File: config.mk
export PLATFORM = sky130hd
export DESIGN_NAME = sel_pipe_mux
export DESIGN_NICKNAME = d
export VERILOG_FILES = /design/src/rtl/sel_pipe_mux.sv
export SDC_FILE = /design/constraint.sdc
export NUM_CORES = 1
export LEC_CHECK = 0
export ABC_AREA = 1
export CAP_MARGIN = 25
export CORE_MARGIN = 1.5
export CORE_UTILIZATION = 25
export CTS_BUF_LIST = sky130_fd_sc_hd__clkbuf_8
export CTS_CLUSTER_SIZE = 14
export DETAILED_ROUTE_END_ITERATION = 7
export HOLD_SLACK_MARGIN = 0.08
export PLACE_DENSITY = 0.6
export SYNTH_ARGS = -nofsm -noshare
export SYNTH_HDL_FRONTEND = slang
export SYNTH_SLANG_ARGS = --single-unit
File: constraint.sdc
create_clock -name clk -period 1.48 [get_ports clk]
set_input_delay 0.148 -clock clk [delete_from_list [all_inputs] [get_ports clk]]
set_output_delay 0.148 -clock clk [all_outputs]
set_load 0.05 [all_outputs]
File: src/rtl/sel_pipe_mux.sv
// N-way operand select behind a valid/ready handshake with a 2-entry skid buffer.
// in_ready comes straight from a flop so the upstream ready path is fully retimed.
module sel_pipe_mux #(
  parameter  int WIDTH  = 19,
  parameter  int NUM_IN = 4,
  localparam int SEL_W  = $clog2(NUM_IN)
) (
  input  logic                    clk,
  input  logic                    rst,
  input  logic [NUM_IN*WIDTH-1:0] in_data,
  input  logic [SEL_W-1:0]        sel,
  input  logic                    in_valid,
  output logic                    in_ready,
  output logic [WIDTH-1:0]        out_data,
  output logic                    out_valid,
  input  logic                    out_ready,
  output logic                    sel_err,
  input  logic                    err_clr
);

  // State bit 0 is out_valid, bit 1 is skid_valid.
  typedef enum logic [1:0] {
    ST_EMPTY = 2'b00,
    ST_ONE   = 2'b01,
    ST_FULL  = 2'b11
  } state_t;

  state_t             r_state;
  state_t             w_next;
  logic               r_in_ready;
  logic [WIDTH-1:0]   r_out_data;
  logic [WIDTH-1:0]   r_skid_data;
  logic               r_sel_err;
  logic [WIDTH-1:0]   w_mux;
  logic               w_sel_oob;
  logic               w_accept;
  logic               w_deliver;
  logic               w_load_out;
  logic               w_load_skid;
  logic               w_skid_to_out;

  assign w_accept  = in_valid & r_in_ready;
  assign w_deliver = r_state[0] & out_ready;
  assign w_sel_oob = ({1'b0, sel} >= (SEL_W+1)'(NUM_IN));

  // Source select; out-of-range indices fall back to source 0.
  always_comb begin
    w_mux = in_data[0 +: WIDTH];
    for (int k = 1; k < NUM_IN; k++) begin
      if (sel == SEL_W'(k)) begin
        w_mux = in_data[k*WIDTH +: WIDTH];
      end else begin
        w_mux = w_mux;
      end
    end
  end

  // State register plus the flopped in_ready that mirrors !skid_valid.
  always_ff @(posedge clk) begin
    if (rst) begin
      r_state    <= ST_EMPTY;
      r_in_ready <= 1'b1;
    end else begin
      r_state    <= w_next;
      r_in_ready <= ~w_next[1];
    end
  end

  // Next-state logic.
  always_comb begin
    w_next = r_state;
    case (r_state)
      ST_EMPTY: w_next = w_accept ? ST_ONE : ST_EMPTY;
      ST_ONE: begin
        if (w_accept && !w_deliver) begin
          w_next = ST_FULL;
        end else if (!w_accept && w_deliver) begin
          w_next = ST_EMPTY;
        end else begin
          w_next = ST_ONE;
        end
      end
      ST_FULL:  w_next = w_deliver ? ST_ONE : ST_FULL;
      default:  w_next = ST_EMPTY;
    endcase
  end

  // Datapath load decode.
  always_comb begin
    w_load_out    = 1'b0;
    w_load_skid   = 1'b0;
    w_skid_to_out = 1'b0;
    case (r_state)
      ST_EMPTY: w_load_out    = w_accept;
      ST_ONE: begin
        w_load_out  = w_accept & w_deliver;
        w_load_skid = w_accept & ~w_deliver;
      end
      ST_FULL:  w_skid_to_out = w_deliver;
      default: begin
        w_load_out    = 1'b0;
        w_load_skid   = 1'b0;
        w_skid_to_out = 1'b0;
      end
    endcase
  end

  // Output and skid data registers; only written on an actual transfer.
  always_ff @(posedge clk) begin
    if (rst) begin
      r_out_data  <= '0;
      r_skid_data <= '0;
    end else begin
      if (w_load_out) begin
        r_out_data <= w_mux;
      end else if (w_skid_to_out) begin
        r_out_data <= r_skid_data;
      end else begin
        r_out_data <= r_out_data;
      end
      if (w_load_skid) begin
        r_skid_data <= w_mux;
      end else begin
        r_skid_data <= r_skid_data;
      end
    end
  end

  // Sticky select error; a new error outranks a simultaneous clear.
  always_ff @(posedge clk) begin
    if (rst) begin
      r_sel_err <= 1'b0;
    end else if (w_accept && w_sel_oob) begin
      r_sel_err <= 1'b1;
    end else if (err_clr) begin
      r_sel_err <= 1'b0;
    end else begin
      r_sel_err <= r_sel_err;
    end
  end

  assign in_ready  = r_in_ready;
  assign out_valid = r_state[0];
  assign out_data  = r_out_data;
  assign sel_err   = r_sel_err;

endmodule

==> run metrics <==
Rel. slew slack just under 60%; per-cell routed wire length 11.75 um; core area 9864 um^2; Post-CTS Setup Inserts 0; clk_skew 8.093 ps; R2R depth 7; drt pass-1 iters 4; period utilization between 90% and 100%; setup violators final 0; final wirelength around 7800 um; Syn Area/Cell 6.226 um^2; first-pass GRT wire length ~13000 um; Seq/Total Area, Yosys 31.92%; Ant. Diodes 0; syn nets 496; Crit. Startpoint sel[1]; Worst Hold Path Cells 2; RePlAce Congestion 0.7969; fill count 1044; RR Startpoint r_state[1]$_SDFF_PP0_; I/O Pins 105; Fin Setup TNS 0 ps; Final Hold Viols 0; R2R setup slack 220 ps; Yosys top cell by area dfxtp_1; Fin Hold WS 519.2 ps; CTS Sinks 41; run status finished clean; Synth area leaders dfxtp_1 32%, nand2_1 16%, inv_1 8.5%; Final Non-Filler Cells 660; initial antenna violation count 0; total die area 10900 um^2; ANT nets after route 0; Tmin final 1333 ps; Final Net Count 609; post_cts resized 0; CP Data Arrival Time 1530 ps; clk buf depth 2; CTS tree built; dpl hpwl just over 6000 um; worst-skew pair later-pin latency 300 ps; Cell Rows 36; HP Start r_state[0]$_SDFF_PP0_; MaxCap Viol Count 0; gr usage total between 10% and 20%; end of the worst register-to-register path out_data[17]$_SDFFE_PP0P_; layout cells sized above 1 between 10% and 20%; PortBufs 102; Hold Path Sink r_state[0]$_SDFF_PP0_; CTS Root Cell clkbuf_8; largest net degree at the start of global routing 21; f_max between 0.7 and 0.8 GHz; Yosys reg bits 41; cts bufs inserted 5; vias after detailed routing 2813; clk slew on worst S/H paths 80 ps; Cell variety after synth 26; CP required around 1700 ps; Die Span X about 100 um; Leakage 1.966 nW; Hold Buf Count CTS 0; Pins Over Slew Limit 0; Iter 0 DRT Violations 120; chip height ~100 um; P per Cell Area 805.0 nW/um^2; Slew @ Worst Pin 613.7 ps; Synth Instances 413; Synth top area share 31.92%; Hold Path Class reg -> reg; drc violations 0; vias per cell around 4.3; Critical Path Sink Type flop; H-tree depth 2; Area Growth Syn to Fin 51.24%; vias in the first global route between 2000 and 3000; crit-path max FO 8; startpoint types input port; GRT overflow 0; starting density of the core 26.07%; Post-Syn Area 2571 um^2; Inst Count DP 652; peak supply drop 381.8 uV; final core utilization 39.42%; Critical Setup Path Class in -> reg; Ys Warns 0; RSZ-0062 raised after global routing false
==> flip-flops by register name, summed over array words and instances (netlist names) <==
name	flops
in_ready	1
r_skid_data	19
r_state	2
out_data	19
==> worst max path at each step <==
stage	to	slack, ps	depth (start not counted)
after CTS	r_skid_data[15]$_SDFFE_PP0P_	170	9
after global routing	r_skid_data[3]$_SDFFE_PP0P_	30	9
final	r_skid_data[15]$_SDFFE_PP0P_	150	9
after detailed placement	r_skid_data[15]$_SDFFE_PP0P_	-150	9
after global placement	out_data[13]$_SDFFE_PP0P_	-110	8
after floorplan	r_skid_data[11]$_SDFFE_PP0P_	80	8
==> critical path, cell delays in order <==
cell             delay (ps)
clkdlybuf4s50_1         530
inv_2                    50
nand2_2                 120
buf_4                   200
nand3_2                  90
nand3_1                 100
nand2_1                 100
o21ai_1                 140
inv_1                    50
==> where the power goes <==
group | leakage [nW] | switching (mW) | internal [mW] | total, mW
clock | 0.0626 | 0.385 | 0.543 | 0.929
combinational | 1.57 | 0.553 | 0.438 | 0.991
sequential | 0.336 | 0.0369 | 1.17 | 1.21
total | 1.97 | 0.976 | 2.15 | 3.13
==> synthesized netlist by cell type, drive strengths merged <==
master  number
a21oi       14
buf         14
clkbuf       6
conb         1
dfxtp       41
inv         67
nand2      120
nand3       41
nand3b       2
nor2        52
o211ai       3
o21ai       52
==> through the flow <==
step | area, um^2 | total power, mW | setup WS, ps
floorplan | 2574 | 1.807 | 79.68
global placement | 3772 | 2.226 | -110.0
detailed placement | 3772 | 2.232 | -146.3
CTS | 3889 | 3.162 | 173.5
global route | 3889 | 3.299 | 29.09
finish | 3889 | 3.130 | 147.3
==> final cells by class <==
class	instances	area (um^2)	area share, %
clock inverter	2	33.78	0.8687
multi-input combinational	285	1368	35.17
inverter	67	254.0	6.532
timing repair buffer	126	1161	29.86
clock buffer	6	82.58	2.124
sequential	41	823.3	21.17
tap	133	166.4	4.279
==> cell families (layout without fill, tap and decap cells) <==
logic type / count (synthesis) / in the layout / synth area share, %
DFF: 41 / 41 / 31.92
AOI/OAI and AO/OA: 69 / 69 / 15.77
and+or+nand+nor: 215 / 215 / 37.28
other: 1 / 1 / 0.1458
buffers and inverters: 87 / 201 / 14.89
==> layout by cell type (no fill, tap or decap), types with 2 or more instances in the layout <==
master           instances
nand2_1                112
clkdlybuf4s50_1         81
inv_1                   59
nor2_1                  50
buf_4                   44
dfxtp_1                 39
nand3_1                 33
o21ai_0                 23
o21ai_1                 21
inv_2                    8
o21ai_2                  8
nand3_2                  8
a21oi_1                  8
nand2_2                  6
a21oi_2                  6
clkbuf_8                 6
o211ai_1                 3
nand2_4                  2
dfxtp_2                  2
==> layer usage <==
metal / vias to the layer above / global-route usage, % / wire length (um)
li1: 1494 / - / -
met1: 1205 / 19.27 / 3701
met2: 103 / 23.03 / 3497
met3: 11 / 2.005 / 450
met4: 0 / 5.258 / 104
met5: - / 0 / 0
Note: power is estimated with default switching activity, not from simulation.
